**src/rtl/ps2_key_decoder.sv**
```systemverilog
// PS/2 keyboard receiver: synchronizes and de-glitches the PS/2 lines, frames bytes,
// and folds E0/F0 prefixes into a single toggle-strobed key word.
module ps2_key_decoder #(
   parameter int FILTER  = 8,
   parameter int TIMEOUT = 50000
) (
   input  logic        clk,
   input  logic        reset,
   input  logic        ps2_clk,
   input  logic        ps2_data,
   output logic [10:0] ps2_key,
   output logic        err
);

   localparam int FW = (FILTER  > 1) ? $clog2(FILTER + 1)  : 1;
   localparam int TW = (TIMEOUT > 1) ? $clog2(TIMEOUT + 1) : 1;

   typedef enum logic [1:0] {IDLE, DATA, PARITY, STOP} state_t;

   state_t        state;
   logic [1:0]    clk_sync;
   logic [1:0]    data_sync;
   logic [FW-1:0] filt_cnt;
   logic          clk_filt;
   logic          clk_filt_q;
   logic [2:0]    bit_cnt;
   logic [7:0]    shift;
   logic          parity_ok;
   logic [TW-1:0] tout_cnt;
   logic          byte_rdy;
   logic          ext;
   logic          brk;
   logic          fall;
   logic          sample;
   logic          timeout;
   logic          err_evt;

   assign fall    = clk_filt_q & ~clk_filt;
   assign sample  = data_sync[1];
   assign timeout = (state != IDLE) && (tout_cnt == TW'(TIMEOUT - 1));

   // Synchronizers and the clock filter; lines idle high so everything resets to 1.
   always_ff @(posedge clk) begin
      if (reset) begin
         clk_sync   <= 2'b11;
         data_sync  <= 2'b11;
         filt_cnt   <= '0;
         clk_filt   <= 1'b1;
         clk_filt_q <= 1'b1;
      end else begin
         // NOTE: sequential state uses non-blocking assignments so every register samples pre-edge values.
         clk_sync   <= {clk_sync[0], ps2_clk};
         data_sync  <= {data_sync[0], ps2_data};
         clk_filt_q <= clk_filt;
         if (clk_sync[1] == clk_filt) begin
            filt_cnt <= '0;
         end else if (filt_cnt == FW'(FILTER - 1)) begin
            clk_filt <= clk_sync[1];
            filt_cnt <= '0;
         end else begin
            filt_cnt <= filt_cnt + 1'b1;
         end
      end
   end

   always_comb begin
      // NOTE: a default assignment first keeps this combinational block latch-free.
      err_evt = 1'b0;
      if (fall) begin
         if (state == IDLE && sample)
            err_evt = 1'b1;
         else if (state == STOP && !(sample && parity_ok))
            err_evt = 1'b1;
      end else if (timeout) begin
         err_evt = 1'b1;
      end
   end

   always_ff @(posedge clk) begin
      if (reset) begin
         state     <= IDLE;
         bit_cnt   <= '0;
         shift     <= '0;
         parity_ok <= 1'b0;
         tout_cnt  <= '0;
         byte_rdy  <= 1'b0;
         ext       <= 1'b0;
         brk       <= 1'b0;
         ps2_key   <= '0;
         err       <= 1'b0;
      end else begin
         byte_rdy <= 1'b0;
         err      <= err_evt;

         if (byte_rdy) begin
            case (shift)
               8'hE0:   ext <= 1'b1;
               8'hF0:   brk <= 1'b1;
               default: begin
                  ps2_key <= {~ps2_key[10], ~brk, ext, shift};
                  ext     <= 1'b0;
                  brk     <= 1'b0;
               end
            endcase
         end

         // An edge coinciding with a timeout wins: it is processed and the counter restarts.
         if (fall) begin
            tout_cnt <= '0;
            case (state)
               IDLE: begin
                  if (!sample) begin
                     state   <= DATA;
                     bit_cnt <= '0;
                  end
               end
               DATA: begin
                  shift <= {sample, shift[7:1]};
                  if (bit_cnt == 3'd7)
                     state <= PARITY;
                  else
                     bit_cnt <= bit_cnt + 1'b1;
               end
               PARITY: begin
                  parity_ok <= ^{sample, shift};
                  state     <= STOP;
               end
               STOP: begin
                  state <= IDLE;
                  if (sample && parity_ok)
                     byte_rdy <= 1'b1;
               end
               default: state <= IDLE;
            endcase
         end else if (state == IDLE) begin
            tout_cnt <= '0;
         end else if (timeout) begin
            state    <= IDLE;
            tout_cnt <= '0;
         end else begin
            tout_cnt <= tout_cnt + 1'b1;
         end

         // Errors drop any pending prefix so it cannot attach to the next key.
         if (err_evt) begin
            ext <= 1'b0;
            brk <= 1'b0;
         end
      end
   end

endmodule

```
**config.mk**
```make
export PLATFORM = sky130hd
export DESIGN_NAME = ps2_key_decoder
export DESIGN_NICKNAME = d
export VERILOG_FILES = /design/src/rtl/ps2_key_decoder.sv
export SDC_FILE = /design/constraint.sdc
export NUM_CORES = 1
export LEC_CHECK = 0
export CAP_MARGIN = 20
export CORE_MARGIN = 1
export CORE_UTILIZATION = 57
export CTS_CLUSTER_DIAMETER = 150
export DETAILED_ROUTE_END_ITERATION = 8
export PLACE_DENSITY_LB_ADDON = 0.08
export SYNTH_ARGS = -nofsm -noshare
export SYNTH_HDL_FRONTEND = slang
export SYNTH_SLANG_ARGS = --single-unit
```
**constraint.sdc**
```tcl
create_clock -name clk -period 2.31 [get_ports clk]
set_input_delay 0.462 -clock clk [delete_from_list [all_inputs] [get_ports clk]]
set_output_delay 0.462 -clock clk [all_outputs]
set_load 0.01 [all_outputs]
```
# Word level (Yosys, flattened, before mapping)
# Cells that the tools add are included.
[totals]
wordCells = 80
output_inout_bits = 12
ff_bits = 55
inputBits = 4
[classes]
n_mux = 16
n_bitwise = 10
reduce_logical = 23
eq_ne = 13
add_sub_neg = 3
[ops]
columns = ["operator", "count"]
rows = [
  ["$add 16x1->16 const B", 1],
  ["$eq 16x16->1 const B", 1],
  ["$eq 8x8->1 const B", 2],
  ["$reduce_and 2->1", 6],
  ["$mux 2", 5],
  ["$not 1->1", 9],
  ["$reduce_xor 9->1", 1],
  ["$pmux 2 s4", 1],
  ["$reduce_and 4->1", 2],
  ["$mux 3", 2],
  ["$ne 2x2->1 const B", 3],
  ["$pmux 3 s2", 1],
  ["$reduce_bool 2->1", 3],
  ["$reduce_or 3->1", 2],
  ["$mux 1", 5],
  ["$add 4x1->4 const B", 1],
  ["$eq 2x2->1 const B", 2],
  ["$eq 4x3->1 const B", 1],
  ["$logic_and 1x1->1", 4],
  ["$pmux 1 s2", 2],
  ["$reduce_or 2->1", 2],
  ["$reduce_or 4->1", 1],
  ["$add 3x1->3 const B", 1],
  ["$eq 3x3->1 const B", 1],
  ["6 further kinds", 6],
]

# Longest topological paths before layout
[logic_depth]
depth_word = 7
ltp_mapped = 7

# Worst setup path before layout
# OpenSTA, ideal clock, no wires.
[synth_path]
kind = "register to register"
from = "reg tout_cnt[7]"
to = "reg err"
path_slack_ps = 534
n_path_buf = 0
required_time_ps = 2251
setup_time_ps = 59
path_stages_with_launch = 5
arrival_time_ps = 1717
period_less_slack_ps = 1776
cell_sequence = "dfxtp_1 or4b_1 or4_4 mux2i_1 and2_1"
[synth_between]
elab_chain_len = 4
[synth_rtl]
columns = ["item", "line_no", "text"]
rows = [
  ["start, declared", "29", "logic [TW-1:0] tout_cnt;"],
  ["start signal, assigned", "141", "tout_cnt <= tout_cnt + 1'b1;"],
  ["$eq 16x16->1", "40", "assign timeout = (state != IDLE) && (tout_cnt == TW'(TIMEOUT - 1));"],
  ["$logic_and 1x1->1", "40", ""],
  ["$mux 1", "74", "end else if (timeout) begin"],
  ["$mux 1", "69", "if (fall) begin"],
  ["end signal, assigned", "93", "err <= err_evt;"],
  ["end, declared", "12", "output logic err"],
]
# No other way between the ends.
# A chain may end at the register's enable or synchronous reset.

# Worst setup path after layout
[layout_path]
from = "reg state[0]"
to = "reg err"
[layout_between]
elab_chain_len = 5
word_cells_on_any_way = 10
cone_classes = "eq/ne: 1; mux: 4; reduce/logical: 5"
[layout_rtl]
columns = ["item", "line_no", "text"]
rows = [
  ["start, declared", "20", "state_t state;"],
  ["start signal, assigned", "81", "state <= IDLE;"],
  ["start signal, assigned", "113", "state <= DATA;"],
  ["start signal, assigned", "120", "state <= PARITY;"],
  ["$eq 2x2->1", "72", "else if (state == STOP && !(sample && parity_ok))"],
  ["$logic_and 1x1->1", "72", ""],
  ["$mux 1", "72", ""],
  ["$mux 1", "70", "if (state == IDLE && sample)"],
  ["$mux 1 *", "69", ""],
]
# Mark *: on every way between the ends. The rest lies on a longest branch, timed or not.

==> results.txt <==
outcome - complete, no violations
aggregate global routing overflow - 0
CTS buffer count - 5
startpoint types - register
Max IR drop VDD - 0.457 mV
fin nets - 297
placed insts - 322
setup TNS - 0 ns
Syn Area/Cell - 9.13 µm²
syn_nets - 281
Final HPWL DP - 2760 µm
WP data required - 2.57 ns
RSZ-0062 raised after global routing - no
pin count of the biggest net entering global routing - 37
number of gates resized after CTS - 0
PwrDens - 588 mW/mm²
GPL Wtd Cong - 0.793
H-tree Lvls - 2
Syn-to-layout area delta - 12.5%
Hold Fails Final Rpt - 0
Reg clk slew, reported paths - 0.09 ns
DR iter-0 viols - 79
Post-CTS Hold Fix Bufs - 0
async set-reset flop share out of synthesis - 0%
max-slew violations - 0
die area - 0.00448 mm²
post-route ant nets - 0
placed inst area - 0.00260 mm²
Die Span X - 66.9 µm
Post-synth EDFFs - 0
yosys warns - 0
Root Driver - clkbuf_8
Initial DRT Pass Iterations - 4
final std cells w/o fill - 329
# DRC - 0
slowest CP cell - or4_4
FP Rows - 23
Largest stage delay, worst path - 0.54 ns
Routed WL - 4000 µm
relative slew slack - 67.0%
final worst slack - 0.388 ns
Max Root-Sink Buffers - 2
initial antenna violation count - 0
Num Clock Sinks - 55
Synth Register Bits - 55
Initial Util - 59.6%
IO Pins - 16
crit path cell chain - inv_1, ha_1, nand4b_1, or4_4, mux2i_1, and2_1
Netlist cell types - 33
CTS tree - built
slew at the pin with the worst max-slew slack - 0.495 ns
Top FF cell, synth - dfxtp_1
# diodes - 0
Hold Path Class - register to register
clk_skew - 0.00734 ns
min Tclk post-route - 1.92 ns
port bufs - 15
Critical Path AT - 2.18 ns
Setup CP Type - register to register
sequential area share after synthesis - 45.8%
Crit. End Element - register
Vias/cell - 5.37
MaxCap Viol Count - 0
post-route cell area - 0.00270 mm²
Place WS - 0.346 ns
Leak - 0.00101 µW
Die H - 66.9 µm
share of layout cells above drive strength 1 - 5.73%
Overall Power - 1590 µW
first-pass GRT wire length - 6540 µm
Setup violations, final - 0
part of the cycle the worst path needs - 83.2%
Max Clock Freq - 520 MHz
Vias - 1767
GRT Total Usage - 19.8%
post-CTS setup repair buffer count - 0
Mapped Area - 0.00240 mm²
core box area - 0.00403 mm²
later-pin clock latency in the skew report - 0.31 ns
vias in the first global route - 1441
WL/cell - 12.2 µm
cell count after synthesis - 263
crit path max fanout - 6
-- worst max-delay path: cells and delay by family (launching register included) --
kind          cells  cell delay [ns]
mux               1             0.23
fa+ha+maj         1             0.27
flops             1             0.39
simple gates      3             0.88
buf+inv           1             0.10
-- cells by family (layout without fill, tap and decap cells) --
kind of cell | count (synthesis) | after routing | share of synthesized area (%)
and+or+nand+nor | 110 | 110 | 22.9
AOI/OAI and AO/OA | 20 | 20 | 4.84
buffers and inverters | 25 | 41 | 4.06
adders and majority gates | 14 | 14 | 7.29
muxes | 17 | 17 | 7.08
xor gates and xnor gates | 22 | 22 | 8.02
DFF | 55 | 55 | 45.8
-- cell usage after synthesis (all sizes together), types with 2 or more instances --
library cell,number,area (µm²)
o21ai,4,20.0
a21oi,10,50.1
xnor2,18,158
nand2b,2,12.5
nor3,8,40.0
or4,2,18.8
nor4,8,50.1
mux2i,17,170
or2,5,31.3
clkbuf,6,22.5
inv,16,60.1
nand3,10,50.1
nor2b,2,12.5
or4bb,2,22.5
nand4,8,50.1
dfxtp,55,1100
ha,14,175
buf,3,15.0
nor2,40,150
o2111ai,2,17.5
nand2,17,63.8
xor2,4,35.0
-- registers in the layout (all words and copies together) (netlist names) --
name        count
tout_cnt       16
ps2_key        11
shift           8
filt_cnt        4
bit_cnt         3
clk_sync        2
data_sync       2
state           2
brk             1
byte_rdy        1
clk_filt        1
clk_filt_q      1
err             1
ext             1
parity_ok       1
-- worst paths after layout --
| kind | start | to | slack, ns | cells past startpoint |
|---|---|---|---|---|
| max | state[0]$_SDFFE_PP0P_ | err$_SDFF_PP0_ | 0.39 | 6 |
| min | clk_sync[0]$_SDFF_PP1_ | clk_sync[1]$_SDFF_PP1_ | 0.42 | 1 |
| max reg2reg | state[0]$_SDFFE_PP0P_ | err$_SDFF_PP0_ | 0.39 | 6 |
| min reg2reg | clk_sync[0]$_SDFF_PP1_ | clk_sync[1]$_SDFF_PP1_ | 0.42 | 1 |
-- routing by layer --
| metal | GRT usage (%) | vias to the layer above | wire length (µm) |
|---|---|---|---|
| li1 | - | 924 | - |
| met1 | 27.3 | 811 | 2140 |
| met2 | 28.2 | 23 | 1630 |
| met3 | 4.79 | 9 | 137 |
| met4 | 10.4 | 0 | 92 |
| met5 | 0 | - | 0 |
-- layout by cell type, fill, tap and decap left out, drive strengths merged, types with 2 or more instances in the layout --
master and count:
buf 3, nor4 8, nor3 8, nand2 17, or2 5, nand2b 2
dfxtp 55, nand4 8, clkbuf 6, or4bb 2, nor2b 2, ha 14
clkdlybuf4s50 15, xor2 4, o21ai 4, mux2i 17, inv 16, nand3 10
a21oi 10, nor2 40, xnor2 18, or4 2, o2111ai 2
-- layout make-up --
| class | count | area [µm²] |
|---|---|---|
| Timing Repair Buffer | 18 | 173 |
| Sequential cell | 55 | 1100 |
| Inverter | 16 | 60.1 |
| Fill cell | 359 | 1330 |
| Multi-Input combinational cell | 183 | 1200 |
| Clock buffer | 6 | 72.6 |
| Tap cell | 50 | 62.6 |
| Clock inverter | 1 | 30.0 |
-- per-stage QoR --
step	util (%)	hold WS, ns
after floorplan	-	0.389
after global placement	64.5	0.393
after detailed placement	64.5	0.400
after CTS	67.1	0.424
after global routing	67.1	0.445
final	67.1	0.418
-- report_power, final --
part | switching [µW] | internal [µW] | total [µW]
Clock | 294 | 318 | 612
Combinational | 13.8 | 10.2 | 23.9
Sequential | 2.44 | 951 | 953
Total | 310 | 1280 | 1590
Power figures use the tool's default switching activity.
